--- config.mk ---
export PLATFORM = sky130hd
export DESIGN_NAME = store_merge_flat
export DESIGN_NICKNAME = d
export VERILOG_FILES = /design/src/rtl/store_merge_if.sv /design/src/rtl/store_merge.sv /design/src/flat_wrapper.sv
export SDC_FILE = /design/constraint.sdc
export NUM_CORES = 1
export LEC_CHECK = 0
export ABC_AREA = 1
export CAP_MARGIN = 10
export CELL_PAD_IN_SITES_DETAIL_PLACEMENT = 0
export CELL_PAD_IN_SITES_GLOBAL_PLACEMENT = 1
export CORE_UTILIZATION = 33
export CTS_BUF_LIST = sky130_fd_sc_hd__clkbuf_8
export CTS_CLUSTER_SIZE = 12
export DETAILED_ROUTE_END_ITERATION = 10
export PLACE_DENSITY_LB_ADDON = 0.1
export RECOVER_POWER = 25
export SYNTH_ARGS = -nofsm -noshare
export SYNTH_HDL_FRONTEND = slang
export SYNTH_SLANG_ARGS = --single-unit
--- constraint.sdc ---
create_clock -name clk -period 1.5 [get_ports clk]
set_clock_uncertainty 0.15 [all_clocks]
set_input_delay 0.15 -clock clk [delete_from_list [all_inputs] [get_ports clk]]
set_output_delay 0.15 -clock clk [all_outputs]
set_load 0.01 [all_outputs]
--- src/rtl/store_merge_if.sv ---
// CPU store request/response plus word-RAM port of the sub-word store unit.
// slave is the store unit; master is the CPU MEM stage together with the RAM.
interface store_merge_if #(
    parameter int ADDR_W = 32
);
    logic              req_valid;
    logic              req_ready;
    logic [1:0]        req_op;
    logic [ADDR_W-1:0] req_addr;
    logic [31:0]       req_wdata;
    logic              resp_valid;
    logic              resp_err;
    logic              mem_en;
    logic              mem_we;
    logic [ADDR_W-3:0] mem_addr;
    logic [31:0]       mem_wdata;
    logic [31:0]       mem_rdata;

    modport master (
        output req_valid, req_op, req_addr, req_wdata, mem_rdata,
        input  req_ready, resp_valid, resp_err, mem_en, mem_we, mem_addr, mem_wdata
    );

    modport slave (
        input  req_valid, req_op, req_addr, req_wdata, mem_rdata,
        output req_ready, resp_valid, resp_err, mem_en, mem_we, mem_addr, mem_wdata
    );
endinterface

--- src/rtl/store_merge.sv ---
// Sub-word store unit: SW writes directly (resp +2); SH/SB read-modify-write a word RAM (resp +4); errors resp +1.
// One request in flight; req_ready drops while busy and the CPU must hold its request.
module store_merge #(
    parameter bit BIG_ENDIAN = 1'b1,
    parameter int ADDR_W     = 32
) (
    input  logic         clk,
    input  logic         rst_n,
    store_merge_if.slave bus
);
    localparam logic [2:0] S_IDLE  = 3'd0;
    localparam logic [2:0] S_RD    = 3'd1;
    localparam logic [2:0] S_RWAIT = 3'd2;
    localparam logic [2:0] S_WR    = 3'd3;
    localparam logic [2:0] S_RESP  = 3'd4;
    localparam logic [2:0] S_ERR   = 3'd5;

    localparam logic [1:0] OP_SW = 2'b00;
    localparam logic [1:0] OP_SH = 2'b01;
    localparam logic [1:0] OP_SB = 2'b10;

    logic [2:0]        state;
    logic [1:0]        op_q;
    logic [ADDR_W-1:0] addr_q;
    logic [31:0]       data_q;
    logic [31:0]       merged_q;

    logic        accept;
    logic        req_err;
    logic [31:0] req_trunc;
    logic [4:0]  lane_sh;
    logic [31:0] lane_mask;
    logic [31:0] merged;
    logic        mem_en;
    logic        mem_we;

    assign accept = bus.req_valid & bus.req_ready;

    always_comb begin
        req_err = 1'b0;
        case (bus.req_op)
            OP_SW:   req_err = (bus.req_addr[1:0] != 2'b00);
            OP_SH:   req_err = bus.req_addr[0];
            OP_SB:   req_err = 1'b0;
            default: req_err = 1'b1;
        endcase
    end

    // Upper bits are dropped at the door so they can never leak into memory.
    always_comb begin
        req_trunc = bus.req_wdata;
        if (bus.req_op == OP_SB) begin
            req_trunc = {24'd0, bus.req_wdata[7:0]};
        end else if (bus.req_op == OP_SH) begin
            req_trunc = {16'd0, bus.req_wdata[15:0]};
        end
    end

    // Big-endian lane k sits (3-k) bytes up; halves at offset 0/2 sit 16/0 bits up.
    always_comb begin
        lane_sh   = 5'd0;
        lane_mask = 32'h0000_FFFF;
        if (op_q == OP_SB) begin
            lane_mask = 32'h0000_00FF;
            lane_sh   = BIG_ENDIAN ? {~addr_q[1:0], 3'b000} : {addr_q[1:0], 3'b000};
        end else begin
            lane_sh   = BIG_ENDIAN ? {~addr_q[1], 4'b0000} : {addr_q[1], 4'b0000};
        end
    end

    assign merged = (bus.mem_rdata & ~(lane_mask << lane_sh)) |
                    ((data_q << lane_sh) & (lane_mask << lane_sh));

    always_ff @(posedge clk or negedge rst_n) begin
        if (!rst_n) begin
            state    <= S_IDLE;
            op_q     <= 2'b00;
            addr_q   <= '0;
            data_q   <= 32'd0;
            merged_q <= 32'd0;
        end else begin
            case (state)
                S_IDLE: begin
                    if (accept) begin
                        op_q   <= bus.req_op;
                        addr_q <= bus.req_addr;
                        data_q <= req_trunc;
                        if (req_err) begin
                            state <= S_ERR;
                        end else if (bus.req_op == OP_SW) begin
                            state <= S_WR;
                        end else begin
                            state <= S_RD;
                        end
                    end
                end
                S_RD:    state <= S_RWAIT;
                S_RWAIT: begin
                    merged_q <= merged;
                    state    <= S_WR;
                end
                S_WR:    state <= S_RESP;
                S_RESP:  state <= S_IDLE;
                S_ERR:   state <= S_IDLE;
                default: state <= S_IDLE;
            endcase
        end
    end

    // Gating with rst_n keeps ready low for the whole reset, not only after the first edge.
    assign bus.req_ready  = rst_n & (state == S_IDLE);
    assign mem_en         = (state == S_RD) | (state == S_WR);
    assign mem_we         = (state == S_WR);
    assign bus.mem_en     = mem_en;
    assign bus.mem_we     = mem_we;
    assign bus.mem_addr   = mem_en ? addr_q[ADDR_W-1:2] : '0;
    assign bus.mem_wdata  = mem_we ? ((op_q == OP_SW) ? data_q : merged_q) : 32'd0;
    assign bus.resp_valid = (state == S_RESP) | (state == S_ERR);
    assign bus.resp_err   = (state == S_ERR);
endmodule

--- src/flat_wrapper.sv ---
// flat-port wrapper written by rule: the top's interface ports become plain ports
module store_merge_flat 
#(
    parameter bit BIG_ENDIAN = 1'b1,
    parameter int ADDR_W     = 32
)
  (clk, rst_n, bus_req_valid, bus_req_op, bus_req_addr, bus_req_wdata, bus_mem_rdata, bus_req_ready, bus_resp_valid, bus_resp_err, bus_mem_en, bus_mem_we, bus_mem_addr, bus_mem_wdata);
  store_merge_if #(.ADDR_W(ADDR_W)) bus_i ();
  input  logic clk;
  input  logic rst_n;
  input wire logic [$bits(bus_i.req_valid)-1:0] bus_req_valid;
  input wire logic [$bits(bus_i.req_op)-1:0] bus_req_op;
  input wire logic [$bits(bus_i.req_addr)-1:0] bus_req_addr;
  input wire logic [$bits(bus_i.req_wdata)-1:0] bus_req_wdata;
  input wire logic [$bits(bus_i.mem_rdata)-1:0] bus_mem_rdata;
  output wire logic [$bits(bus_i.req_ready)-1:0] bus_req_ready;
  output wire logic [$bits(bus_i.resp_valid)-1:0] bus_resp_valid;
  output wire logic [$bits(bus_i.resp_err)-1:0] bus_resp_err;
  output wire logic [$bits(bus_i.mem_en)-1:0] bus_mem_en;
  output wire logic [$bits(bus_i.mem_we)-1:0] bus_mem_we;
  output wire logic [$bits(bus_i.mem_addr)-1:0] bus_mem_addr;
  output wire logic [$bits(bus_i.mem_wdata)-1:0] bus_mem_wdata;
  assign bus_i.req_valid = bus_req_valid;
  assign bus_i.req_op = bus_req_op;
  assign bus_i.req_addr = bus_req_addr;
  assign bus_i.req_wdata = bus_req_wdata;
  assign bus_i.mem_rdata = bus_mem_rdata;
  assign bus_req_ready = bus_i.req_ready;
  assign bus_resp_valid = bus_i.resp_valid;
  assign bus_resp_err = bus_i.resp_err;
  assign bus_mem_en = bus_i.mem_en;
  assign bus_mem_we = bus_i.mem_we;
  assign bus_mem_addr = bus_i.mem_addr;
  assign bus_mem_wdata = bus_i.mem_wdata;
  store_merge #(.BIG_ENDIAN(BIG_ENDIAN), .ADDR_W(ADDR_W)) u_core (.clk(clk), .rst_n(rst_n), .bus(bus_i));
endmodule
# ---- After elaboration in Yosys (flattened, before gate mapping)
# Index checks and enable logic that the tools add are counted.
dict set report totals {
  out_inout_bits 67
  wordCells 43
  in_bits 101
  regBits 101
}
dict set report classes {
  bitwise 10
  eq_ne 9
  mux 12
  shift 2
  n_reduce_logical 5
}
# cell n
set op_table {}
lappend op_table {{$mux 32} 4}
lappend op_table {{$and 32x32->32} 2}
lappend op_table {{$not 32->32} 1}
lappend op_table {{$or 32x32->32} 1}
lappend op_table {{$shl 16x5->32} 1}
lappend op_table {{$shl 32x5->32} 1}
lappend op_table {{$mux 30} 1}
lappend op_table {{$mux 16} 1}
lappend op_table {{$pmux 3 s4} 1}
lappend op_table {{$eq 3x2->1 const B} 2}
lappend op_table {{$eq 3x3->1 const B} 2}
lappend op_table {{$mux 3} 2}
lappend op_table {{$mux 5} 1}
lappend op_table {{$eq 2x2->1 const B} 2}
lappend op_table {{$logic_not 2->1} 2}
lappend op_table {{$eq 3x1->1 const B} 1}
lappend op_table {{$logic_not 3->1} 1}
lappend op_table {{$pmux 1 s3} 1}
lappend op_table {{$and 1x1->1} 2}
lappend op_table {{$eq 2x1->1 const B} 1}
lappend op_table {{$mux 2} 1}
lappend op_table {{$ne 2x1->1 const B} 1}
lappend op_table {{$not 2->2} 1}
lappend op_table {{$or 1x1->1} 2}
lappend op_table {{3 further kinds} 3}

# ---- Longest topological paths before layout
dict set report logic_depth {
  word_depth 6
  ltp_mapped 7
  mapped_depth_nobuf 7
}

# ---- Least setup slack after synthesis
# Ideal clock, no wire load.
dict set report synth_timing {
  path_kind {register to output}
  start {reg u_core.op_q[1]}
  end {out bus_mem_wdata[29]}
  setup_slack_ps 22
  stages_incl_launch_ff 5
  path_buffers 1
  t_arrival_ps 1178
  required_time_ps 1200
  path_cell_list {dfrtp_1 -> nor2_1 -> clkbuf_1 -> nand2_1 -> a21oi_1}
}
dict set report synth_via {
  elab_chain_cells 3
}
# item line
set synth_lines {}
lappend synth_lines {{from (decl)} store_merge.sv:23} ;# logic [1:0] op_q;
lappend synth_lines {{from (signal assigned)} store_merge.sv:85} ;# op_q <= bus.req_op;
lappend synth_lines {{$logic_not 2->1} store_merge.sv:117} ;# assign bus.mem_wdata = mem_we ? ((op_q == OP_SW) ? data_q : merged_q) : 32'd0;
lappend synth_lines {{$mux 32 (2 in series)} store_merge.sv:117}
lappend synth_lines {{to (decl)} flat_wrapper.sv:22} ;# output wire logic [$bits(bus_i.mem_wdata)-1:0] bus_mem_wdata;
# No other way between the ends.

# ---- Worst setup path in the final report
dict set report layout_timing {
  start {reg u_core.op_q[1]}
  end {out bus_mem_wdata[28]}
}
# Same word-level chain as after synthesis.

==> flow_metrics.py <==
metrics = {
    "outcome": {
        "status": "finished with violations",
        "violations": "negative setup slack",
    },
    "die": {
        "dieHeight_um": 127,
        "start_util_pct": 33.8,
        "core_area_um2": 15200,
        "die_w_um": 127,
        "rows": 45,
        "die-area_um2": 16100,
        "io_pins": 168,
    },
    "clocking": {
        "clk_path_buf_depth": 2,
        "ctsHtreeMaxLevel": 3,
        "cts_num_sinks": 101,
        "clk-insertion-delay-late_ns": 0.39,
        "cts_tree": "built",
        "cts_root_buffer": "clkbuf_8",
        "clk_pin_slew_ns": 0.10,
        "cts_made_buffers": 9,
    },
    "timing": {
        "timing.final.crit_share_pct": 131,
        "drv_slew": 0,
        "fin_crit_ns": 1.97,
        "layout_setup_ws_ns": -0.470,
        "timing.setup.tns_ns": -66.03,
        "fmax_mhz": 508,
        "rsz0062_at_grt": "true",
        "hold_viol": 0,
        "finalSetupViolCount": 268,
        "worst_pin_slew_ns": 0.571,
        "relSlewSlack_pct": 62.0,
        "hold_ws_ns": 0.156,
    },
    "power_and_ir_drop": {
        "power.density_nw_per_um2": 1930,
        "peakVddDrop_mv": 0.978,
        "p_leak_nw": 4.62,
    },
    "synthesis": {
        "synth-compound-area-share_pct": 12.2,
        "syn_inst": 704,
        "synth_commonest_cells": "252 x nand2_1, 101 x dfrtp_1, 79 x inv_1",
        "synth_most_common_cell": "nand2_1",
        "synth_top_area_share_pct": 49.1,
        "synth-xor-area-share_pct": 0.316,
        "synth_top_family_by_area": "simple AND/OR/NAND/NOR gates",
        "synth_ff_type": "dfrtp_1",
        "syn-num-nets": 805,
        "ys_types": 22,
        "synth_fa_ha_area_share_pct": 0,
        "yosysTopAreaCell": "dfrtp_1",
        "synth.mux.area_fraction_pct": 0,
        "ys_seq_elements": 101,
        "synth_edf_count": 0,
        "synthArstFlopShare_pct": 100,
        "ys_seq_area_share_pct": 49.1,
        "yosys_warnings": 0,
        "synthSimpleGateAreaFrac_pct": 28.5,
        "netlist_top_cells_area": "dfrtp_1 49%, nand2_1 18%, o21ai_0 6.4%, inv_1 5.8%, a21oi_1 4.9%",
        "avgSynthCellArea_um2": 7.31,
        "syn-cell-area_um2": 5140,
    },
    "flow_run": {
        "drv_cap": 0,
    },
    "critical_path": {
        "critPathLaunchType": "register",
        "crit_type": "register to output port",
        "cp.required_ns": 1.20,
        "worstPathArrival_ns": 1.67,
        "critPathCaptureType": "output port",
        "critPathMaxFanout": 7,
    },
    "routing": {
        "viasPerCell": 5.02,
        "antenna_left": 0,
        "route.detailed.drc": 0,
        "wirelength_mm": 20.3,
        "drt_iter0_markers": 218,
        "dr.pass1.iters": 5,
        "dr_total_vias": 5829,
        "wl_per_cell_um": 17.5,
    },
    "grt": {
        "grt_overflow": 0,
        "grt_pass1_wl_mm": 29.9,
        "grt_pass1_vias": 5950,
        "antenna_found_initial": 0,
        "grt_max_degree": 101,
        "track_usage_pct": 24.1,
    },
    "cells_and_area": {
        "nNetsFinal": 1069,
        "syn2layout_area_growth_pct": 89.6,
        "insertedDiodeCount": 0,
        "final_cells": 1161,
        "drive_gt1_share_pct": 46.0,
        "finalInstanceArea_um2": 9750,
    },
    "placed_design": {
        "place_ws_ns": -0.518,
        "port_buffers": 167,
        "dp_cells": 1092,
        "place_area_um2": 7480,
        "globalplace.congestion": 0.879,
        "hpwl_mm": 12.2,
    },
    "hold_path": {
        "hold_class": "input port to register",
    },
}
[cell usage in the layout (no fill, tap or decap), types with 2 or more instances in the layout]
master             n
dfrtp_1          101
nor2_2             4
buf_6             62
buf_4             43
bufinv_16          3
nand2_1          156
nor2_1             4
a21oi_4            3
o21ai_1           28
inv_2              5
buf_12            22
nand3_4            4
buf_8             10
nand4_1            8
inv_4              2
clkdlybuf4s50_1   99
o21ai_2           44
o21ai_0            2
nand3_1           33
buf_2             34
nand3_2           15
clkinv_1           2
inv_1             73
inv_8              2
a21oi_1           16
clkbuf_16         11
a21oi_2           31
nand2_2           72
nor2_4            31
clkbuf_8          11
buf_16             5
nand2_4           25
[stage by stage]
step	util, %	power, mW
2_1_floorplan	-	8.36
6_report	64.2	18.8
3_3_place_gp	49.2	11.6
3_5_place_dp	49.2	11.7
5_1_grt	64.2	20.0
4_1_cts	57.3	16.5
[worst max-delay path, cell delays in order (launching register included)]
cell and delay (ns):
dfrtp_1 0.42, nor2_4 0.20, buf_8 0.15, buf_6 0.11, buf_6 0.09, nand2_2 0.05, a21oi_2 0.12, buf_2 0.14
[cell families (layout without fill, tap and decap cells)]
| group | after synthesis | after routing |
|---|---|---|
| compound gates | 125 | 125 |
| flops | 101 | 101 |
| buf+inv | 121 | 390 |
| xor+xnor | 1 | 1 |
| simple gates | 356 | 356 |
[flip-flops by register name (all words and copies together), names as in the netlist]
name and cells:
u_core.addr_q 32, u_core.data_q 32, u_core.merged_q 32, u_core.op_q 2
u_core.state 3
[worst paths after layout]
kind,start,to,slack [ns],cells past startpoint
setup / recovery,u_core.op_q[1],bus_mem_wdata[28],-0.47,7
hold / removal,bus_req_wdata[24],u_core.data_q[24],0.16,3
setup reg to reg,u_core.state[2],u_core.addr_q[27],-0.39,11
hold reg to reg,u_core.data_q[30],u_core.data_q[30],0.35,2
max in group asynchronous,rst_n,u_core.addr_q[18],-0.15,3
min in group asynchronous,rst_n,u_core.state[2],0.45,2
[power breakdown]
group	internal (mW)	leakage [nW]	switching, mW	total (mW)
combinational	5.53	3.23	6.15	11.7
clock	1.20	0.130	1.01	2.22
sequential	4.03	1.26	0.908	4.94
[area by class of cell]
type                            count  area (um2)
Multi-Input combinational cell    482        3180
Sequential cell                   101        2530
Clock inverter                      5         104
Tap cell                          188         235
Fill cell                        1292        5450
Inverter                           86         360
Clock buffer                       11         151
Timing Repair Buffer              288        3200
[layer usage]
layer | GRT usage [%] | wire (um) | share of wire [%]
met1 | 29.4 | 8450 | 42
met2 | 40.3 | 10200 | 50
met3 | 5.27 | 1120 | 5.5
met4 | 11.8 | 592 | 2.9
met5 | 0 | 0 | 0
[what timing repair did]
action | CTS | global route
gates resized for setup | 508 | 260
pin swaps | 43 | 34
endpoints found under the hold margin | 102 | 0
hold buffers | 1 | 0
gates cloned | 13 | 13
buffers inserted | 32 | 13
setup endpoints to repair | 167 | 168
No activity file was read; power rests on OpenSTA's default activity.
==> RTL change 1: new RTL, config.mk and constraints unchanged <==
`BIG_ENDIAN` is set to 1'b1 in 2 places; all go to 1'b0.
--- a/src/rtl/store_merge.sv
+++ b/src/rtl/store_merge.sv
@@ -3,3 +3,3 @@
 module store_merge #(
-    parameter bit BIG_ENDIAN = 1'b1,
+    parameter bit BIG_ENDIAN = 1'b0,
     parameter int ADDR_W     = 32
--- a/src/flat_wrapper.sv
+++ b/src/flat_wrapper.sv
@@ -3,3 +3,3 @@
 #(
-    parameter bit BIG_ENDIAN = 1'b1,
+    parameter bit BIG_ENDIAN = 1'b0,
     parameter int ADDR_W     = 32
Check against the original RTL: not equivalent (a bounded check fails within 4 cycles, from zero or initial values and one cycle with rst_n low).
==> RTL change 1 against the original RTL <==
The run still ends with setup timing left. Global-route usage fell by 0.59 points. Power fell by 3.7%. Cell area rose by 1.3%. Synthesized area rose by 0.83%. Non-clock buffer count fell by 17. Sequential cell count did not move. Setup slack got worse by 0.013 ns. Wire length rose by 0.81%. Critical path type unchanged. Critical endpoint is now bus_mem_wdata[19].
==> RTL change 1: results (changes against the original RTL) <==
Logic synthesis
  • Synth Area in XOR/XNOR: 0.314% (-0.0026 points)
  • Sequential area share after synthesis: 48.7% (-0.40 points)
  • Commonest cells post-synth: nand2_1, dfrtp_1, o21ai_0
  • Number of instances in the synthesized netlist: 702 (-0.28%)
  • Top area cells in the synthesized netlist: dfrtp_1, nand2_1, o21ai_0
  • Syn_nets: 803 (-0.25%)
  • Post-synthesis compound-gate area fraction: 15.1% (+2.9 points)

Cells and area
  • Seq area share: 25.6% (-0.31 points)
  • Number of non-clock inverters: 79 (-8.1%)
  • Filler instances: 1278 (-1.1%)
  • Share of layout cells above drive strength 1: 47.7% (+1.7 points)
  • Number of clock buffer instances in the layout: 13 (+2)
  • Repair and plain buffers: 271 (-5.9%)
  • Relative area of non-clock buffer cells in the final design: 32.1% (-0.66 points)
  • Layout multi-input combinational cell count: 486 (+0.83%)

Drt
  • 1st-iter DRT viols: 282 (+29%)
  • Drt wl/cell: 17.6 um (+0.55%)
  • First-pass iteration count of the detailed router: 4 (-1)

Power
  • Sequential group share of total power: 26.7% (+0.5 points)
  • Reported leakage power: 4.76 nW (+3.0%)
  • Clk power: 0.00175 W (-21%)
  • VDD IR-drop max: 1000 uV (+2.2%)

Run status
  • Violated checks: setup timing
  • Result of the run: finished with violations

Critical path
  • Register-to-register path setup slack: -0.27 ns (+0.12 ns)
  • RR Endpoint: u_core.merged_q[21]$_DFFE_PN0N_

STA
  • Endpoints failing setup: 168 (-37%)
  • Final setup slack of the worst path: -0.482 ns (-0.0130 ns)
  • Worst slew margin relative to its limit: 41.4% (-21 points)

Placement
  • Placed insts: 1097 (+0.46%)
  • Post-placement worst setup slack: -0.422 ns (+0.0964 ns)
  • Final Wtd Congestion: 0.816 (-7.2%)
  • Final HPWL DP: 11.4 mm (-6.3%)

CTS
  • Post CTS Setup Buffer Count: 25 (-22%)

Global routing
  • Wire length of the first global-routing pass: 29.0 mm (-2.9%)
  • Gr usage total: 23.5% (-0.59 points)
  • Vias in the first global route: 5545 (-6.8%)
-- RTL change 1: cell types whose count changed in the layout (fill, tap and decap cells not counted), moves of 5 or more --
cell / unedited run / this run
o21ai_2: 44 / 56
nand2_4: 25 / 67
buf_6: 62 / 53
nand2_1: 156 / 149
nand3_2: 15 / 1
nand3_1: 33 / 4
buf_16: 5 / 17
buf_4: 43 / 32
nand2_2: 72 / 63
a21oi_1: 16 / 21
o21ai_0: 2 / 14
-- RTL change 1: stage by stage --
step	hold WS [ns]	cell area, um2	TNS, ns
after floorplan	-0.296	5220	-0.0926
after global placement	0.142	7500	-24.19
after detailed placement	0.149	7500	-26.34
after CTS	0.143	8580	-50.78
after global routing	0.151	9880	-58.68
final	0.160	9880	-46.41
-- RTL change 1: per-layer routing --
metal / track usage (%) / part of all wire (%) / up-vias
met4: 6.16 / 1.9 / 0
met3: 5.86 / 6.7 / 31
met1: 27.6 / 39 / 2708
met2: 42.5 / 53 / 151
li1: - / - / 2700
met5: 0 / 0 / -
-- RTL change 1: worst max-delay path by stage --
stage / start / to / slack, ns
finish: u_core.op_q[0]$_DFFE_PN0P_ / bus_mem_wdata[19] / -0.48
global placement: u_core.op_q[1]$_DFFE_PN0P_ / bus_mem_wdata[19] / -0.42
CTS: u_core.op_q[0]$_DFFE_PN0P_ / bus_mem_wdata[19] / -0.48
global route: u_core.op_q[0]$_DFFE_PN0P_ / bus_mem_wdata[19] / -0.56
floorplan: u_core.op_q[1]$_DFFE_PN0P_ / bus_mem_wdata[19] / -0.01
detailed placement: u_core.op_q[1]$_DFFE_PN0P_ / bus_mem_wdata[19] / -0.42
-- RTL change 1: cell families (layout without fill, tap and decap cells) --
family          Yosys count  after routing
buf+inv                 115            366
xor+xnor                  1              1
flops                   101            101
compound gates          149            149
simple gates            336            336
==> RTL change 2: new RTL, same settings <==
Without the edit above. Register the output `bus.resp_err`; this adds one clock of latency there.
--- a/src/rtl/store_merge.sv
+++ b/src/rtl/store_merge.sv
@@ -118,3 +118,5 @@
     assign bus.resp_valid = (state == S_RESP) | (state == S_ERR);
-    assign bus.resp_err   = (state == S_ERR);
+    always_ff @(posedge clk) begin
+        bus.resp_err <= (state == S_ERR);
+    end
 endmodule
Behaviour: not the same (Yosys sat finds a counterexample within 4 cycles, from zero or initial values and one cycle with rst_n low).
==> RTL change 2 against the original RTL <==
The flow still finishes with violations (setup timing). Wire length is 1.2% lower. Non-clock buffer count fell by 6. Synthesized area rose by 0.39%. Worst hold slack improved by 0.0044 ns. Critical path type unchanged. Die area increased by 0.39%. Sequential cell count grew 1. Cell area fell by 1.4%. Critical endpoint is now bus_mem_wdata[13]. Setup slack improved by 0.027 ns. Power down 3.7%. Fmax rose by 1.4%. First-iteration DRC count is 44% higher.
==> RTL change 2: results (changes against the original RTL) <==
Global routing
  • Number of antenna violations at the first check in global routing: 1 (+1)
  • Vias in the first global route: 5977 (+0.45%)
  • Gr usage total: 24.9% (+0.86 points)
  • Wire length of the first global-routing pass: 30.8 mm (+3.2%)

Logic synthesis
  • Top area cells in the synthesized netlist: dfrtp_1, nand2_1, o21ai_0
  • Number of distinct library cells after synthesis: 23 (+4.5%)
  • Sequential area share after synthesis: 49.3% (+0.20 points)
  • Async SR Flop Fraction: 99.0% (-0.98 points)
  • Synthesized area per cell: 7.32 um2 (+0.25%)
  • Syn_nets: 806 (+0.12%)
  • Commonest cells post-synth: nand2_1, dfrtp_1, inv_1

Worst hold path
  • Hold path start: bus_req_wdata[27]
  • Path class of the lowest-slack min-delay path: primary input to flop
  • End of the worst hold path: u_core.data_q[27]$_DFFE_PN0P_
  • WHS Path Cells: 3 (unchanged)

STA
  • Final setup slack of the worst path: -0.443 ns (+0.0267 ns)
  • Summed negative setup slack over all endpoints: -50.56 ns (+15.47 ns)
  • Endpoints failing setup: 166 (-38%)
  • Worst-margin pin slew: 0.530 ns (-0.0409 ns)
  • Hold slack final: 0.161 ns (+0.00436 ns)

Power
  • VDD IR-drop max: 998 uV (+2.0%)
  • Pwr Density: 1890 nW/um2 (-2.3%)
  • Combinational cell power: 0.0112 W (-4%)
  • Clock network fraction of total power: 10.7% (-1.1 points)
  • Sw frac: 43.1% (+0.26 points)
  • Reported leakage power: 4.65 nW (+0.71%)

Run status
  • Violated checks: setup timing
  • Result of the run: finished with violations

Critical path
  • Arrival time at the worst endpoint: 1.64 ns (-0.03 ns)
  • Critical-path maximum fanout: 5 (-2)
  • Family of cells with the greatest summed delay on the critical path: buffers and inverters
  • Register-to-register path setup slack: -0.39 ns (about the same)
  • RR Endpoint: u_core.addr_q[7]$_DFFE_PN0P_
  • Critical path's slowest cell: dfrtp_1
  • FF-to-FF Start: u_core.state[2]$_DFFE_PN0P_
  • Worst path max stage delay: 0.42 ns (about the same)

Cells and area
  • Post-layout net count: 1064 (-0.47%)
  • Filler instances: 1332 (+3.1%)
  • Number of non-filler instances in the completed layout: 1179 (+1.6%)
  • Share of layout cells above drive strength 1: 44.7% (-1.3 points)
  • Area of the multi-input gates: 3190 um2 (+0.43%)

Placement
  • Buffers added on ports: 167 (unchanged)
  • Final HPWL DP: 12.0 mm (-1.1%)
  • Final Wtd Congestion: 0.844 (-4.1%)
  • Post-placement worst setup slack: -0.522 ns (-0.00381 ns)
  • Placement-stage cell area: 7500 um2 (+0.38%)

Drt
  • Post-detailed-routing wire length: 20.1 mm (-1.2%)
  • First-pass iteration count of the detailed router: 4 (-1)
  • Via count: 5757 (-1.2%)
  • 1st-iter DRT viols: 315 (+44%)

CTS
  • Number of cells upsized or downsized after cts: 544 (+7.1%)
  • Clock-pin slew on the worst setup and hold paths: 0.09 ns
  • Clock insertion delay at the later pin of the skew report: 0.39 ns (about the same)
  • Max clock buf depth: 2 (unchanged)
  • Level count of the clock H-tree: 3 (unchanged)
  • Post CTS Setup Buffer Count: 22 (-31%)
RTL change 2: cell count changes in the layout (fill, tap and decap cells not counted), sizes merged:
cell	change
bufinv	-1
clkbuf	-8
clkdlybuf4s25	+1
clkinv	-1
clkinvlp	+1
dfxtp	+1
inv	+2
RTL change 2: final cells by class:
class	count	share of cell area, %
inverters	86	3.58
repair buffers	282	31.8
multi-input cells	482	33.2
clock inverters	6	0.807
flip-flops and latches	102	26.5
clock buffers	10	1.43
well taps	211	2.75
RTL change 2: cells by family (layout without fill, tap and decap cells):
family	Yosys count	in the layout	share of synthesized area [%]
DFF	102	102	49.3
xor gates and xnor gates	1	1	0.315
AOI/OAI and AO/OA	125	125	12.1
and+or+nand+nor	356	356	28.4
buffers and inverters	121	384	9.84
RTL change 2: metal layers:
| metal | part of all wire, % | GRT usage [%] |
|---|---|---|
| met1 | 41 | 29.9 |
| met3 | 5.7 | 4.44 |
| met5 | 0.090 | 0 |
| met4 | 3.8 | 12.7 |
| met2 | 49 | 43.1 |
RTL change 2: how the worst max path moves through the flow:
stage | start | endpoint | slack [ns] | depth (start not counted)
after detailed placement | u_core.op_q[1]$_DFFE_PN0P_ | bus_mem_wdata[11] | -0.52 | 6
after global routing | u_core.op_q[1]$_DFFE_PN0P_ | bus_mem_wdata[15] | -0.51 | 7
final | u_core.op_q[1]$_DFFE_PN0P_ | bus_mem_wdata[13] | -0.44 | 6
after global placement | u_core.op_q[1]$_DFFE_PN0P_ | bus_mem_wdata[11] | -0.54 | 6
after floorplan | u_core.op_q[1]$_DFFE_PN0P_ | bus_mem_wdata[29] | 0.02 | 4
after CTS | u_core.op_q[0]$_DFFE_PN0P_ | bus_mem_wdata[11] | -0.43 | 6
